### config.mk
export PLATFORM = sky130hd
export DESIGN_NAME = mem_arbiter
export DESIGN_NICKNAME = d
export VERILOG_FILES = /design/src/rtl/mem_arb_pkg.sv /design/src/rtl/arb_rr2.sv /design/src/rtl/mem_arbiter.sv
export SDC_FILE = /design/constraint.sdc
export NUM_CORES = 1
export LEC_CHECK = 0
export BUFFER_PORTS_ARGS = -buffer_cell sky130_fd_sc_hd__buf_2
export CORE_MARGIN = 2
export CORE_UTILIZATION = 42
export DETAILED_ROUTE_END_ITERATION = 12
export GPL_TIMING_DRIVEN = 1
export HOLD_SLACK_MARGIN = 0.1
export PLACE_DENSITY_LB_ADDON = 0.08
export SYNTH_ARGS = -nofsm -noshare
export SYNTH_HDL_FRONTEND = slang
export SYNTH_SLANG_ARGS = --single-unit
### constraint.sdc
create_clock -name clk -period 12.69 [get_ports clk]
set_input_delay 1.269 -clock clk [delete_from_list [all_inputs] [get_ports clk]]
set_output_delay 1.269 -clock clk [all_outputs]
set_load 0.02 [all_outputs]
### src/rtl/mem_arb_pkg.sv
// Shared types and constants for the instruction/data memory arbiter.
package mem_arb_pkg;

    typedef enum logic [1:0] {
        ARB_IDLE   = 2'd0,
        ARB_BUSY_I = 2'd1,
        ARB_BUSY_D = 2'd2
    } arb_state_t;

    localparam logic REQ_I = 1'b0;
    localparam logic REQ_D = 1'b1;

    localparam int unsigned CNT_WIDTH = 32;

    function automatic logic [CNT_WIDTH-1:0] sat_inc(input logic [CNT_WIDTH-1:0] v);
        return (&v) ? v : v + CNT_WIDTH'(1);
    endfunction

endpackage

### src/rtl/arb_rr2.sv
// Combinational two-way round-robin pick between fetch (REQ_I) and data (REQ_D).
module arb_rr2
    import mem_arb_pkg::*;
(
    input  logic [1:0] req,
    input  logic       last_d,
    output logic       pick,
    output logic       conflict
);

    assign conflict = req[REQ_I] & req[REQ_D];
    // last_d set means the data side is owed the next conflict.
    assign pick     = conflict ? last_d : req[REQ_D];

endmodule

### src/rtl/mem_arbiter.sv
// Serialises fetch and data-cache transactions onto the single memory port,
// returning read data with a one-cycle valid pulse and keeping grant statistics.
module mem_arbiter
    import mem_arb_pkg::*;
#(
    parameter int unsigned ADDR_WIDTH = 32,
    parameter int unsigned DATA_WIDTH = 32
) (
    input  logic                  clk,
    input  logic                  reset,
    input  logic                  i_req,
    input  logic [ADDR_WIDTH-1:0] i_addr,
    output logic                  i_gnt,
    output logic                  i_rvalid,
    output logic [DATA_WIDTH-1:0] i_rdata,
    input  logic                  d_req,
    input  logic                  d_we,
    input  logic [ADDR_WIDTH-1:0] d_addr,
    input  logic [DATA_WIDTH-1:0] d_wdata,
    output logic                  d_gnt,
    output logic                  d_rvalid,
    output logic [DATA_WIDTH-1:0] d_rdata,
    output logic                  mem_req,
    output logic                  mem_we,
    output logic [ADDR_WIDTH-1:0] mem_addr,
    output logic [DATA_WIDTH-1:0] mem_wdata,
    input  logic                  mem_ready,
    input  logic [DATA_WIDTH-1:0] mem_rdata,
    output logic [CNT_WIDTH-1:0]  grants_i,
    output logic [CNT_WIDTH-1:0]  grants_d,
    output logic [CNT_WIDTH-1:0]  conflicts
);

    arb_state_t            state_q, state_d;
    logic                  last_d_q;
    logic [ADDR_WIDTH-1:0] addr_q;
    logic [DATA_WIDTH-1:0] wdata_q;
    logic                  we_q;
    logic                  i_gnt_q, d_gnt_q, i_rvalid_q, d_rvalid_q;
    logic [DATA_WIDTH-1:0] i_rdata_q, d_rdata_q;
    logic [CNT_WIDTH-1:0]  grants_i_q, grants_d_q, conflicts_q;

    logic pick, conflict;
    logic grant_i, grant_d, done;

    arb_rr2 u_rr (
        .req      ({d_req, i_req}),
        .last_d   (last_d_q),
        .pick     (pick),
        .conflict (conflict)
    );

    always_comb begin
        state_d = state_q;
        grant_i = 1'b0;
        grant_d = 1'b0;
        done    = 1'b0;
        unique case (state_q)
            ARB_IDLE: begin
                if (i_req || d_req) begin
                    if (pick == REQ_D) begin
                        state_d = ARB_BUSY_D;
                        grant_d = 1'b1;
                    end else begin
                        state_d = ARB_BUSY_I;
                        grant_i = 1'b1;
                    end
                end
            end
            ARB_BUSY_I, ARB_BUSY_D: begin
                if (mem_ready) begin
                    state_d = ARB_IDLE;
                    done    = 1'b1;
                end
            end
            default: state_d = ARB_IDLE;
        endcase
    end

    always_ff @(posedge clk or posedge reset) begin
        if (reset) begin
            state_q     <= ARB_IDLE;
            last_d_q    <= 1'b0;
            addr_q      <= '0;
            wdata_q     <= '0;
            we_q        <= 1'b0;
            i_gnt_q     <= 1'b0;
            d_gnt_q     <= 1'b0;
            i_rvalid_q  <= 1'b0;
            d_rvalid_q  <= 1'b0;
            i_rdata_q   <= '0;
            d_rdata_q   <= '0;
            grants_i_q  <= '0;
            grants_d_q  <= '0;
            conflicts_q <= '0;
        end else begin
            state_q    <= state_d;
            i_gnt_q    <= grant_i;
            d_gnt_q    <= grant_d;
            i_rvalid_q <= done && (state_q == ARB_BUSY_I);
            d_rvalid_q <= done && (state_q == ARB_BUSY_D);
            if (grant_i || grant_d) begin
                last_d_q <= grant_i;
                addr_q   <= grant_d ? d_addr : i_addr;
                wdata_q  <= grant_d ? d_wdata : '0;
                we_q     <= grant_d & d_we;
            end
            if (done && (state_q == ARB_BUSY_I)) begin
                i_rdata_q <= mem_rdata;
            end
            if (done && (state_q == ARB_BUSY_D)) begin
                d_rdata_q <= we_q ? '0 : mem_rdata;
            end
            if (grant_i) begin
                grants_i_q <= sat_inc(grants_i_q);
            end
            if (grant_d) begin
                grants_d_q <= sat_inc(grants_d_q);
            end
            if ((grant_i || grant_d) && conflict) begin
                conflicts_q <= sat_inc(conflicts_q);
            end
        end
    end

    // Derived from state so an asynchronous reset drops the request at once.
    assign mem_req   = (state_q != ARB_IDLE);
    assign mem_we    = mem_req & we_q;
    assign mem_addr  = addr_q;
    assign mem_wdata = wdata_q;
    assign i_gnt     = i_gnt_q;
    assign d_gnt     = d_gnt_q;
    assign i_rvalid  = i_rvalid_q;
    assign d_rvalid  = d_rvalid_q;
    assign i_rdata   = i_rdata_q;
    assign d_rdata   = d_rdata_q;
    assign grants_i  = grants_i_q;
    assign grants_d  = grants_d_q;
    assign conflicts = conflicts_q;

endmodule

==> flow_metrics.tcl, run 1 <==
set metrics [dict create \
    status "finished, final reports clean" \
    synth_top_family_by_area "simple AND/OR/NAND/NOR gates" \
    vias 8046 \
    drt_iter0_markers 442 \
    io_buffers 363 \
    synth_flop_cell "dfrtp_1" \
    cts_tree "done" \
    cpMaxStageDelayCell "clkinv_1" \
    die_w_um 159 \
    numCtsBuffers 25 \
    leakage_nw 6.78 \
    synth_compound_area_frac 0.0733 \
    final_antenna_net_count 0 \
    hold_viol 0 \
    finClkSkew_ns 0.00546 \
    rows 56 \
    path_buf_inv 2 \
    cts_sinks 232 \
    mappedNetlistArea_um2 10000 \
    power_mw 2.86 \
    drv_cap 0 \
    yosys.area.top_type "dfrtp_1" \
    slowest_delay_ns 1.12 \
    netlist_top_cells_count "232 x dfrtp_1, 101 x nand2_1, 69 x o21ai_0" \
    pwr_density_cell_nw_per_um2 220 \
    grt_pass1_wl_um 42100 \
    endpoint_kind "register" \
    cts_buffer_depth 3 \
    fmax_mhz 278 \
    slew-limit-headroom 0.165 \
    wl_per_cell_um 17.8 \
    synth_top_area_frac 0.579 \
    critPathTopFamily "compound AO/OA/AOI/OAI gates" \
    cp_max_fo 37 \
    timing.critical_path.from_type "input port" \
    syn_to_final_growth_pct 29.2 \
    synth_simple_gate_area_frac 0.170 \
    drive_gt1_frac 0.357 \
    yosysWarnings 0 \
    place.gp.congestion 0.804 \
    async_flop_share 1.00 \
    num_antenna_cells 0 \
    worst-endpoint-arrival_ns 3.99 \
    peakVddDrop_v 0.000104 \
    syn_nets 1024 \
    wl_um 28100 \
    dp_cells 1534 \
    setup_viol 0 \
    syn_inst 884 \
    fp.dieArea_um2 25100 \
    post-synth-top-count-cell "dfrtp_1" \
    grt_max_degree 99 \
    cts_root_buf "clkbuf_16" \
    worst_slew_pin_slew_ns 1.24 \
    htreeDepth 1 \
    hold_class "register to register" \
    period_minus_slack_ns 3.60 \
    drc 0 \
    grt_pass1_vias 7448 \
    fin_hold_ws_ns 0.471 \
    crit_required_ns 13.08 \
    rsz0062_at_grt "false" \
    grt_use_total 0.214 \
    io_pins 364 \
    ys_types 40 \
    fin_setup_tns_ns 0 \
    yosysSeqAreaShare 0.579 \
    synthAdderAreaFrac 0.00748 \
    core_um2 23500 \
    utilization 0.552 \
    overflow 0 \
    post-route-period-util 0.284 \
    synth-edff-count 0 \
    synth.area.mux_share 0.0712 \
    die_h_um 159 \
    postCtsResizedCells 0 \
    synth_xor_xnor_area_share 0.0786 \
    cts_setup_buffers 0 \
    path_cells "buf_2, nand2_1, a21o_2, clkinv_1, a22o_1" \
    fin_nets 1382 \
    finalMaxSlewViolations 0 \
    worstSetupPathType "input port to register" \
    ys_ff_latch 232 \
    instances_no_fill 1578 \
    insertion_delay_ns 0.51 \
    viasPerCell 5.10 \
    synth.area.top_cells "dfrtp_1 58%, xnor2_1 5.2%, mux2_2 3.9%, nand2_1 3.8%, o21ai_0 3.4%" \
    cts_hold_buf 0 \
    post-dp-hpwl_um 20700 \
    initial_core_util 0.427 \
    dr.pass1.iters 5 \
    path_clk_slew_ns 0.06 \
    avgSynthCellArea_um2 11.3 \
    antenna_found_initial 1 \
]
layout by cell type (no fill, tap or decap), drive strengths merged, types with 6 or more instances in the layout:
cell / n
dfrtp: 232
ha: 6
mux2i: 32
buf: 370
o21ai: 70
nand4: 51
inv: 15
and4: 17
nor3: 15
mux2: 35
nor4: 14
nand3: 29
and3: 14
xnor2: 60
nand2b: 33
xor2: 30
clkbuf: 42
nand2: 101
nor2: 27
a22o: 33
cell type report:
cell class                 count  area [um^2]
inverter                      16         67.6
multi-input combinational    597         4040
clock buffer                  42          779
fill                        2091        10500
sequential                   232         5810
timing repair buffer         370         1870
tap                          319          399
clock inverter                 2         10.0
metrics by stage:
stage               cell area (um^2)  setup WS [ns]
finish                         13000           9.09
global route                   13000           8.92
CTS                            13000           9.14
detailed placement             12200           8.60
global placement               12200           8.69
floorplan                      10000           5.06
cell families (layout without fill, tap and decap cells):
family,Yosys count,after routing
xor+xnor,90,90
fa+ha+maj,6,6
mux,67,67
buf+inv,55,430
simple gates,317,317
flops,232,232
compound gates,117,117
routing by layer:
layer,track usage,routed length [um]
met1,0.274,11600
met5,0,11
met2,0.364,13500
met4,0.0601,709
met3,0.0525,2160
sequential cells by signal (all words and copies together) (netlist names):
register	count
i_rvalid	1
grants_i	32
grants_d	32
d_gnt	1
i_rdata	32
state_q	2
d_rdata	32
conflicts	32
i_gnt	1
mem_wdata	32
d_rvalid	1
last_d_q	1
we_q	1
mem_addr	32
where the power goes:
| group | switching (mW) | total [mW] | internal, mW |
|---|---|---|---|
| clock network | 0.283 | 0.697 | 0.414 |
| logic | 0.674 | 1.05 | 0.374 |
| registers | 0.143 | 1.11 | 0.972 |
| total | 1.10 | 2.86 | 1.76 |
worst reg2reg max path, delay by kind of cell, from the launching register on:
kind                     cells  cell delay (ns)
AND/OR/NAND/NOR              1             0.12
AO/OA/AOI/OAI                2             1.34
flip-flops                   1             0.36
buffers and inverters        2             1.22
adder cells (fa/ha/maj)      1             0.31
final timing paths:
| kind | endpoint | depth (start not counted) | slack [ns] | startpoint |
|---|---|---|---|---|
| max | mem_wdata[29] | 5 | 9.09 | d_req |
| min | mem_addr[19] | 2 | 0.47 | mem_addr[19] |
| max reg2reg | mem_wdata[29] | 6 | 9.22 | state_q[0] |
| min reg2reg | mem_addr[19] | 2 | 0.47 | mem_addr[19] |
| max in group asynchronous | mem_wdata[0] | 3 | 10.40 | reset |
| min in group asynchronous | grants_i[15] | 2 | 0.86 | reset |
No activity file was read; power rests on OpenSTA's default activity.
==> run 2: changes to the inputs <==
clock period = 3.55 ns   (was 12.69 ns; I/O delays follow)
==> flow_metrics.tcl, run 2 (synthesized netlist as in run 1, its figures left out) <==
set metrics [dict create \
    status "finished, final reports clean" \
    peakVddDrop_v 0.000369 \
    cts_buffer_depth 3 \
    timing.critical_path.from_type "register" \
    seqPwrFrac 0.393 \
    core_um2 23500 \
    viasPerCell 5.03 \
    grt_max_degree 103 \
    p_comb_frac 0.366 \
    worst-endpoint-arrival_ns 2.99 \
    layout_common_cells "363 x buf_2, 232 x dfrtp_1, 101 x nand2_1, 69 x o21ai_0" \
    crit_required_ns 3.93 \
    io_pins 364 \
    final_antenna_net_count 0 \
    met3_length_um 2090 \
    drv_cap 0 \
    grt_use_total 0.221 \
    fp.dieArea_um2 25100 \
    p_sw_mw 3.94 \
    worst_slew_pin_slew_ns 1.13 \
    hold_viol 0 \
    syn_to_final_growth_pct 35.6 \
    post-dp-hpwl_um 20600 \
    vias 8269 \
    finClkSkew_ns 0.0173 \
    utilization 0.580 \
    wl_met2_um 14000 \
    slew-limit-headroom 0.243 \
    leakage_nw 7.04 \
    drc 0 \
    setup_viol 0 \
    overflow 0 \
    layout_commonest_cell "buf_2" \
    antenna_found_initial 2 \
    post-route-period-util 0.735 \
    die_w_um 159 \
    initial_core_util 0.427 \
    endpoint_kind "register" \
    path_clk_slew_ns 0.06 \
    cts_sinks 232 \
    htreeDepth 1 \
    pwr_density_cell_nw_per_um2 753 \
    routed.top_layer "met4" \
    hold_class "input port to register" \
    period_minus_slack_ns 2.61 \
    io_buffers 363 \
    cp_max_fo 11 \
    power_mw 10.2 \
    drive_gt1_frac 0.342 \
    numCtsBuffers 25 \
    place.gp.congestion 0.853 \
    pre_cts_ws_ns 0.976 \
    dr.pass1.iters 5 \
    fin_setup_tns_ns 0 \
    internal_power_mw 6.30 \
    clkPwrFrac 0.241 \
    fin_nets 1446 \
    grt_pass1_wl_um 43800 \
    wl_per_cell_um 17.5 \
    grt_pass1_vias 8074 \
    drt_iter0_markers 428 \
    worstSetupPathType "register to register" \
    fin_ws_ns 0.940 \
    fmax_mhz 383 \
    wl_um 28800 \
    cts_root_buf "clkbuf_16" \
    finalMaxSlewViolations 0 \
    fillerInstances 2067 \
    rows 56 \
    die_h_um 159 \
    rsz0062_at_grt "false" \
    swShare 0.384 \
    wl_met1_um 11700 \
    insertion_delay_ns 0.51 \
    cts_tree "done" \
]
==> run 2: changes by cell type in the layout (fill, tap and decap cells not counted), sizes merged <==
cell / delta
dlygate4sd3: +60
buf: +4
diode: +2
clkbuf: -1
clkinv: +1
clkinvlp: +1
inv: -1
==> run 2: timing repair <==
action,in CTS,in global routing
buffers inserted,0,0
endpoints found under the hold margin,100,0
setup endpoints to repair,0,0
hold buffers,60,0
gates resized for setup,0,0
==> run 2: critical path, stage by stage, from the launching register on <==
cell     delay, ns
dfrtp_1       0.39
inv_1         0.08
ha_1          0.34
nand3_1       0.32
a31oi_1       0.92
mux2_2        0.42
==> run 2: cell type report <==
cell class	count	area [um^2]	share of cell area
Multi-Input combinational cell	597	4040	0.297
Sequential cell	232	5810	0.427
Clock inverter	3	15.0	0.00110
Clock buffer	41	756	0.0556
Tap cell	319	399	0.0293
Inverter	16	63.8	0.00469
Antenna cell	2	5.00	0.000368
Timing Repair Buffer	434	2520	0.186
==> run 2: per-layer routing <==
| metal | global-route usage | vias up |
|---|---|---|
| met5 | 0 | - |
| met4 | 0.0794 | 0 |
| li1 | - | 3982 |
| met2 | 0.380 | 332 |
| met3 | 0.0487 | 60 |
| met1 | 0.274 | 3895 |
==> run 2: path summary, 6_finish.rpt <==
path	end	start	slack, ns	cells past startpoint
hold / removal	i_rdata[16]	mem_rdata[16]	0.12	2
hold reg to reg	d_rdata[27]	d_rdata[27]	0.47	2
min in group asynchronous	grants_i[1]	reset	0.53	3
setup / recovery	conflicts[1]	state_q[0]	0.94	5
setup reg to reg	conflicts[1]	state_q[0]	0.94	5
max in group asynchronous	d_rdata[11]	reset	2.01	4
==> run 2: power groups by stage <==
stage	Clock (mW)	Sequential, mW	Combinational (mW)
finish	2.47	4.02	3.75
global route	2.65	4.15	4.11
CTS	2.54	4.03	3.81
detailed placement	0	4.06	3.76
global placement	0	4.04	3.71
floorplan	0	4.99	1.37
==> run 2: per-stage QoR <==
step           std cells  hold WS, ns  area, um^2
2_1_floorplan        884        0.469       10000
3_3_place_gp        1538        0.456       12200
3_5_place_dp        1538        0.466       12200
4_1_cts             1642        0.102       13600
5_1_grt             1644        0.107       13600
6_report            1644        0.118       13600
==> run 3: changes to the inputs <==
clock period = 2.6 ns   (was 3.55 ns; I/O delays follow)
==> flow_metrics.tcl, run 3 (synthesized netlist as in run 1, its figures left out) <==
set metrics [dict create \
    cp_max_fo 17 \
    syn_to_final_growth_pct 45.1 \
    crit_required_ns 2.98 \
    grt_use_total 0.231 \
    wl_per_cell_um 17.7 \
    antenna_found_initial 1 \
    internal_power_mw 9.16 \
    worst-endpoint-arrival_ns 2.80 \
    rows 56 \
    initial_core_util 0.427 \
    peakVddDrop_v 0.000486 \
    cts_setup_buffers 0 \
    leakage_nw 7.46 \
    rrSetupSlack_ns 0.18 \
    r2r_end "mem_addr[17]" \
    hold_path_end "mem_addr[3]" \
    worstHoldPathCells 3 \
    layout_common_cells "363 x buf_2, 232 x dfrtp_1, 125 x dlygate4sd3_1, 101 x nand2_1, 69 x o21ai_0" \
    utilization 0.620 \
    hp-start "i_addr[3]" \
    slew-limit-headroom 0.445 \
    rsz0062_at_grt "false" \
    hold_class "input port to register" \
    core_um2 23500 \
    vias 8756 \
    worstSetupPathType "register to register" \
    period_minus_slack_ns 2.42 \
    numCtsBuffers 26 \
    fmax_mhz 413 \
    wl_um 30400 \
    drv_cap 0 \
    cts_tree "done" \
    grt_max_degree 99 \
    finClkSkew_ns 0.0144 \
    drive_gt1_frac 0.337 \
    grt_pass1_wl_um 46000 \
    viasPerCell 5.08 \
    seqPwrFrac 0.371 \
    die_w_um 159 \
    cts_sinks 232 \
    drc 0 \
    cts_buffer_depth 3 \
    swShare 0.377 \
    timing.critical_path.from_type "register" \
    overflow 0 \
    path_clk_slew_ns 0.06 \
    io_pins 364 \
    grt_pass1_vias 8752 \
    htreeDepth 1 \
    setup_viol 0 \
    pwr_density_cell_nw_per_um2 1010 \
    drt_iter0_markers 400 \
    endpoint_kind "register" \
    hold_viol 0 \
    crit_path_start "state_q[0]" \
    io_buffers 363 \
    finalMaxSlewViolations 0 \
    clkPwrFrac 0.258 \
    place.gp.congestion 0.808 \
    final_antenna_net_count 0 \
    dr.pass1.iters 4 \
    insertion_delay_ns 0.52 \
    status "finished, final reports clean" \
    worst_slew_pin_slew_ns 0.830 \
    cts_root_buf "clkbuf_16" \
    r2r-start "state_q[0]" \
    p_sw_mw 5.54 \
    post-dp-hpwl_um 20800 \
    power_mw 14.7 \
    fp.dieArea_um2 25100 \
    post-route-period-util 0.930 \
    layout_commonest_cell "buf_2" \
    r2r_cells 8 \
    fin_nets 1526 \
    p_comb_frac 0.371 \
    die_h_um 159 \
]
run 3: cell count changes in the layout (fill, tap and decap cells not counted), moves of 4 or more:
cell | previous run | this run
clkbuf_1 | 9 | 5
buf_12 | 2 | 7
dlygate4sd3_1 | 60 | 125
buf_4 | 9 | 18
run 3: area by class of cell:
| class | instances | area (um^2) |
|---|---|---|
| Antenna cell | 1 | 2.50 |
| Clock buffer | 41 | 818 |
| Clock inverter | 5 | 80.1 |
| Fill cell | 1928 | 8920 |
| Inverter | 16 | 63.8 |
| Multi-Input combinational cell | 597 | 4040 |
| Sequential cell | 232 | 5810 |
| Tap cell | 319 | 399 |
| Timing Repair Buffer | 513 | 3340 |
run 3: critical path, cell delays in order (launching register included):
cell	delay, ns
dfrtp_1	0.37
inv_1	0.07
ha_1	0.24
nand2_1	0.13
a21o_4	0.28
buf_4	0.33
mux2i_1	0.21
dlygate4sd3_1	0.55
o21ai_0	0.07
run 3: worst max-delay path by stage:
stage / end / slack (ns)
after global routing: conflicts[29] / 0.04
after floorplan: conflicts[0] / -0.70
after detailed placement: conflicts[25] / 0.23
after CTS: mem_addr[17] / 0.03
final: mem_addr[17] / 0.18
after global placement: conflicts[11] / 0.29
run 3: metal layers:
metal | routed length [um] | share of wire | global-route usage | up-vias
li1 | - | - | - | 4129
met1 | 12400 | 0.41 | 0.282 | 4236
met2 | 14800 | 0.49 | 0.404 | 333
met3 | 2240 | 0.074 | 0.0533 | 58
met4 | 979 | 0.032 | 0.0785 | 0
met5 | 0 | 0 | 0 | -
run 3: repair_timing:
action	in CTS	in global routing
endpoints found under the hold margin	149	0
hold buffers	125	0
resized for setup	0	1
endpoints found under the setup margin	0	7
run 3: per-stage QoR:
step | hold WS, ns | cell area, um^2 | instances | setup slack, ns | setup TNS (ns)
after global routing | 0.135 | 14600 | 1724 | 0.0394 | 0
after floorplan | 0.400 | 10000 | 884 | -0.696 | -161.46
after detailed placement | 0.445 | 12400 | 1552 | 0.230 | 0
final | 0.123 | 14600 | 1724 | 0.181 | 0
after global placement | 0.456 | 12400 | 1552 | 0.286 | 0
after CTS | 0.102 | 14500 | 1723 | 0.0350 | 0
run 3: power by group through the flow:
stage | Sequential [mW] | Clock, mW | Combinational, mW
6_report | 5.45 | 3.79 | 5.46
3_3_place_gp | 5.45 | 0 | 5.24
3_5_place_dp | 5.48 | 0 | 5.29
4_1_cts | 5.45 | 3.87 | 5.47
5_1_grt | 5.61 | 4.02 | 5.91
2_1_floorplan | 6.81 | 0 | 1.87
